==> config.mk <==
export PLATFORM = sky130hd
export DESIGN_NAME = mux2_rr_arbiter
export DESIGN_NICKNAME = d
export VERILOG_FILES = /design/src/rtl/mux2_rr_arbiter_pkg.sv /design/src/rtl/mux2_burst_counter.sv /design/src/rtl/mux2_rr_arbiter.sv
export SDC_FILE = /design/constraint.sdc
export NUM_CORES = 1
export LEC_CHECK = 0
export BUFFER_PORTS_ARGS = -buffer_cell sky130_fd_sc_hd__buf_2
export CORE_AREA = 2 2 39 41
export DETAILED_ROUTE_END_ITERATION = 10
export DIE_AREA = 0 0 41 43
export PLACE_DENSITY = 0.72
export REMOVE_ABC_BUFFERS = 1
export SYNTH_ARGS = -nofsm -noshare
export SYNTH_HDL_FRONTEND = slang
export SYNTH_SLANG_ARGS = --single-unit
==> constraint.sdc <==
create_clock -name clk -period 3.6 [get_ports clk]
set_clock_uncertainty 0.2 [all_clocks]
set_input_delay 0.36 -clock clk [delete_from_list [all_inputs] [get_ports clk]]
set_output_delay 0.36 -clock clk [all_outputs]
set_load 0.02 [all_outputs]
==> src/rtl/mux2_rr_arbiter_pkg.sv <==
// Shared types for the two-requester round-robin mux arbiter.
//   state_t         : arbiter FSM states
//   sel_t           : mux select encodings (also used for the last-grant pointer)
//   burst_cnt_width : bits needed to hold a burst count of 0..max_burst
package mux2_rr_arbiter_pkg;

  typedef enum logic [1:0] {
    IDLE  = 2'd0,
    GNT_A = 2'd1,
    GNT_B = 2'd2
  } state_t;

  typedef enum logic {
    SEL_A = 1'b0,
    SEL_B = 1'b1
  } sel_t;

  function automatic int unsigned burst_cnt_width(input int unsigned max_burst);
    return $clog2(max_burst + 1);
  endfunction

endpackage

==> src/rtl/mux2_burst_counter.sv <==
// Burst-length counter for the arbiter.
//   clk, rst  : clock, synchronous active-high reset (count -> 0)
//   load      : start a new burst (count -> 1), wins over inc
//   inc       : grant held another cycle (saturates at MAX_BURST)
//   at_max_c  : count has reached MAX_BURST
module mux2_burst_counter
  import mux2_rr_arbiter_pkg::*;
#(
  parameter int unsigned MAX_BURST = 4
) (
  input  logic clk,
  input  logic rst,
  input  logic load,
  input  logic inc,
  output logic at_max_c
);

  localparam int unsigned CW = burst_cnt_width(MAX_BURST);

  logic [CW-1:0] cnt;

  assign at_max_c = (cnt == CW'(MAX_BURST));

  // Count register: load restarts a burst, inc advances until saturation.
  always_ff @(posedge clk) begin
    if (rst) begin
      cnt <= '0;
    end else if (load) begin
      cnt <= CW'(1);
    end else if (inc && !at_max_c) begin
      cnt <= cnt + CW'(1);
    end
  end

endmodule

==> src/rtl/mux2_rr_arbiter.sv <==
// Two-requester round-robin arbiter driving a shared 2:1 mux, with bursts
// capped at MAX_BURST consecutive grant cycles.
//   clk, rst        : clock, synchronous active-high reset
//   req_a, req_b    : requests
//   data_a, data_b  : mux data inputs
//   gnt_a, gnt_b    : registered grants (one-hot or none)
//   sel             : registered mux select (0 = A, 1 = B), held while idle
//   z               : combinational mux output selected by sel
//   z_valid         : registered, high while either grant is high
module mux2_rr_arbiter
  import mux2_rr_arbiter_pkg::*;
#(
  parameter int unsigned MAX_BURST = 4
) (
  input  logic clk,
  input  logic rst,
  input  logic req_a,
  input  logic req_b,
  input  logic data_a,
  input  logic data_b,
  output logic gnt_a,
  output logic gnt_b,
  output logic sel,
  output logic z,
  output logic z_valid
);

  state_t state;
  state_t state_nxt;
  sel_t   sel_q;
  sel_t   last_grant;
  logic   cnt_load_c;
  logic   cnt_inc_c;
  logic   at_max_c;

  mux2_burst_counter #(
    .MAX_BURST (MAX_BURST)
  ) u_burst_counter (
    .clk      (clk),
    .rst      (rst),
    .load     (cnt_load_c),
    .inc      (cnt_inc_c),
    .at_max_c (at_max_c)
  );

  // Next-state logic; every entry into a grant state (including re-entry
  // after a saturated burst) restarts the burst counter.
  always_comb begin
    state_nxt  = state;
    cnt_load_c = 1'b0;
    cnt_inc_c  = 1'b0;
    case (state)
      IDLE: begin
        if (req_a && req_b) begin
          state_nxt  = (last_grant == SEL_B) ? GNT_A : GNT_B;
          cnt_load_c = 1'b1;
        end else if (req_a) begin
          state_nxt  = GNT_A;
          cnt_load_c = 1'b1;
        end else if (req_b) begin
          state_nxt  = GNT_B;
          cnt_load_c = 1'b1;
        end
      end
      GNT_A: begin
        if (req_a && !at_max_c) begin
          cnt_inc_c = 1'b1;
        end else if (req_b) begin
          state_nxt  = GNT_B;
          cnt_load_c = 1'b1;
        end else if (req_a) begin
          cnt_load_c = 1'b1;
        end else begin
          state_nxt = IDLE;
        end
      end
      GNT_B: begin
        if (req_b && !at_max_c) begin
          cnt_inc_c = 1'b1;
        end else if (req_a) begin
          state_nxt  = GNT_A;
          cnt_load_c = 1'b1;
        end else if (req_b) begin
          cnt_load_c = 1'b1;
        end else begin
          state_nxt = IDLE;
        end
      end
      default: begin
        state_nxt = IDLE;
      end
    endcase
  end

  // State register.
  always_ff @(posedge clk) begin
    if (rst) begin
      state <= IDLE;
    end else begin
      state <= state_nxt;
    end
  end

  // Registered outputs and round-robin pointer, decoded from the next state
  // so they line up with the state register.
  always_ff @(posedge clk) begin
    if (rst) begin
      gnt_a      <= 1'b0;
      gnt_b      <= 1'b0;
      z_valid    <= 1'b0;
      sel_q      <= SEL_A;
      last_grant <= SEL_B;
    end else begin
      gnt_a   <= (state_nxt == GNT_A);
      gnt_b   <= (state_nxt == GNT_B);
      z_valid <= (state_nxt != IDLE);
      if (state_nxt == GNT_A) begin
        sel_q      <= SEL_A;
        last_grant <= SEL_A;
      end else if (state_nxt == GNT_B) begin
        sel_q      <= SEL_B;
        last_grant <= SEL_B;
      end
    end
  end

  assign sel = sel_q;
  assign z   = (sel_q == SEL_B) ? data_b : data_a;

endmodule

==> key figures <==
Worst setup path
  • Reg2Reg Depth: 9
  • R2R setup slack: 1.27 ns
  • Worst Setup Path Type: flop to flop
  • Worst Path Required: 3.57 ns
  • Crit path cell chain: inv_1 -> ha_1 -> a22o_1 -> o311a_1 -> a211oi_2 -> or2_1 -> ha_1 -> o21ai_0 -> nand2b_1
  • Slowest CP cell: dfxtp_1
  • Crit path largest cell delay: 0.41 ns
  • Reg-to-reg critical path endpoint: last_grant$_SDFFE_PP1P_
  • Crit end category: flop
  • Crit. Startpoint: state[1]$_SDFF_PP0_
  • CP Max Fanout: 5
  • Data arrival, critical path: 2.30 ns
  • Most used cell, CP: ha_1
  • RR Startpoint: state[1]$_SDFF_PP0_
  • Startpoint Class: flop

Logic synthesis
  • Compound-Gate Fraction of Synth Area: 0.169
  • Warnings, synthesis: 0
  • Simple-gate share of the synthesized area: 0.195
  • Post-synthesis mux area share: 0.0318
  • #FFs+latches synth: 10
  • Largest family of logic cells by synthesized area: adder cells
  • Largest area contributor in the netlist: dfxtp_1
  • Seq/Total Area, Yosys: 0.300
  • Area share of fa/ha/maj cells after synthesis: 0.206
  • Ys async rst share: 0
  • Synth Area in XOR/XNOR: 0.0262
  • Synth top area cells: dfxtp_1, ha_1, inv_1, nor3_1, nor2b_1
  • Post-synthesis cell area: 668 um^2
  • Synth cell types: 34
  • Synth Area per Inst: 8.91 um^2
  • Top cell type's share of synthesized area: 0.300
  • Main synth FF type: dfxtp_1
  • Synth Instances: 75
  • Number of synthesized flops with an enable pin: 0

Floorplan
  • Io pins: 11
  • Effective utilization at floorplan: 0.483
  • Die area: 0.00176 mm^2
  • Die H: 43 um
  • Chip width: 41 um
  • CORE AREA: 0.00138 mm^2
  • # rows: 14

Clock network
  • Worst-Skew Late Latency: 0.28 ns
  • H-tree depth: 1
  • Post-cts sizing count: 0
  • Max Buffers Root-to-Sink: 2
  • Num CTS Buffers: 3
  • Clk slew on worst S/H paths: 0.07 ns
  • Clock root buffer: clkbuf_4
  • CTS tree: done
  • Cts hold-fix bufs: 0
  • CTS Sinks: 10
  • Postcts setup bufs: 0

Route
  • Detailed Route WL: 1.18 mm
  • Via count: 547
  • DRC Markers: 0
  • Drt pass-1 iters: 4
  • Antenna-violating nets left: 0
  • WL/cell: 11.6 um
  • Via density: 5.36
  • Initial DRC count: 6

Power
  • Combinational power share: 0.396
  • Seq pwr share: 0.359
  • Net Sw Frac: 0.364
  • Clk pwr share: 0.246
  • Leakage: 0.348 nW
  • Pwr per Cell Area: 551 mW/mm^2
  • Switching Power: 151 uW
  • VDD IR max: 0.359 mV
  • Int Power: 263 uW

STA
  • Final WS setup: 1.27 ns
  • Slew @ Worst Pin: 0.308 ns
  • Final critical-path share of the clock period: 0.648
  • Setup-failing EPs final: 0
  • Hold Vio Cnt, Final: 0
  • Slew headroom: 0.794
  • RSZ-0062 raised after global routing: no
  • Max Slew Vio Count: 0
  • Fin crit period: 2.33 ns
  • Fmax: 429 MHz
  • Final setup TNS: 0 ns

Global route
  • Largest net degree at the start of global routing: 12
  • GRT Util Overall: 0.170
  • Number of global-route vias before repair: 474
  • Initial antenna violation count: 0
  • Gr ovfl total: 0
  • First-pass GRT wire length: 1.90 mm

Layout
  • Filler cells: 131
  • Layout cells sized above 1: 0.221
  • Post-layout util: 0.543
  • Area grow syn2layout: 12.5%
  • Antenna fix cells: 0
  • Nets: 104

Placed design
  • I/O Buffers: 10
  • Global placement routability congestion: 0.842
  • Post-Place Worst Slack: 1.26 ns
  • DP Wirelength: 913 um

Outcome
  • Status: finished, final reports clean

Worst hold path
  • WHS Path Cells: 2
  • Hold Crit Class: primary input to flop
  • Hold endpoint: z_valid$_SDFF_PP0_
  • Hold Path Origin: rst

Run
  • Max cap viols: 0
metal layers:
metal | routed length, um | GRT usage
met2 | 598 | 0.250
met5 | 0 | 0
met3 | 76 | 0.0942
met1 | 468 | 0.172
met4 | 36 | 0.120
per-stage QoR:
| step | total power [mW] | cell area, um^2 | hold WS (ns) | instances |
|---|---|---|---|---|
| after global routing | 0.448 | 752 | 0.166 | 102 |
| after floorplan | 0.273 | 646 | 0.227 | 72 |
| after CTS | 0.419 | 752 | 0.156 | 102 |
| final | 0.414 | 752 | 0.157 | 102 |
| after global placement | 0.309 | 716 | 0.298 | 98 |
| after detailed placement | 0.315 | 716 | 0.304 | 98 |
placed cells by master (no fill, tap or decap):
| cell type | n |
|---|---|
| a211oi_2 | 1 |
| a21boi_0 | 1 |
| a21o_2 | 1 |
| a21oi_1 | 1 |
| a22o_1 | 1 |
| a31o_1 | 1 |
| a31oi_1 | 2 |
| buf_2 | 10 |
| clkbuf_4 | 3 |
| clkbuf_8 | 1 |
| dfxtp_1 | 10 |
| ha_1 | 11 |
| inv_1 | 6 |
| inv_2 | 1 |
| mux2_2 | 1 |
| mux2i_1 | 1 |
| nand2_1 | 4 |
| nand2_2 | 1 |
| nand2b_1 | 1 |
| nand3_1 | 3 |
| nand3b_1 | 1 |
| nand4_1 | 2 |
| nor2_1 | 4 |
| nor2b_1 | 3 |
| nor3_1 | 4 |
| nor3b_1 | 1 |
| o211ai_1 | 1 |
| o21ai_0 | 3 |
| o21ba_1 | 1 |
| o22ai_1 | 1 |
| o311a_1 | 1 |
| or2_1 | 1 |
| xnor2_1 | 1 |
| xor2_1 | 1 |
flip-flops by register name, summed over array words and instances (netlist names):
signal               count
u_burst_counter.cnt      3
state                    2
gnt_a                    1
gnt_b                    1
last_grant               1
sel                      1
z_valid                  1
Yosys cell counts (2+ instances only):
cell type  instances
dfxtp_1           10
a31oi_1            2
nor2b_1            3
nand2_1            4
o21ai_0            3
nor2_1             4
nor3_1             4
inv_1              6
nand4_1            2
ha_1              11
nand3_1            3
how the worst max path moves through the flow:
stage / to / slack (ns)
2_1_floorplan: last_grant$_SDFFE_PP1P_ / 1.46
3_5_place_dp: last_grant$_SDFFE_PP1P_ / 1.26
6_report: last_grant$_SDFFE_PP1P_ / 1.27
4_1_cts: last_grant$_SDFFE_PP1P_ / 1.26
3_3_place_gp: last_grant$_SDFFE_PP1P_ / 1.31
5_1_grt: last_grant$_SDFFE_PP1P_ / 1.13
worst max-delay path, delay by kind of cell (launching register included):
family	cells	cell delay, ns
compound gates	4	0.78
buf+inv	1	0.09
flops	1	0.41
fa+ha+maj	2	0.50
simple gates	2	0.26
layout make-up:
type,count,area [um^2],share of cell area
Timing Repair Buffer,10,50.0,0.0666
Inverter,7,26.3,0.0349
Clock buffer,4,36.3,0.0483
Sequential cell,10,200,0.266
Multi-Input combinational cell,55,419,0.557
Tap cell,16,20.0,0.0266
logic make-up after synthesis:
family,count (synthesis)
xor+xnor,2
flops,10
simple gates,25
mux,2
compound gates,15
buf+inv,10
fa+ha+maj,11
power groups by stage:
stage / combinational, mW / clock [mW] / sequential [mW]
after global placement: 0.159 / 0 / 0.150
after CTS: 0.165 / 0.106 / 0.149
after detailed placement: 0.164 / 0 / 0.151
after floorplan: 0.113 / 0 / 0.159
final: 0.164 / 0.102 / 0.149
after global routing: 0.187 / 0.110 / 0.151
No activity file was read; power rests on OpenSTA's default activity.
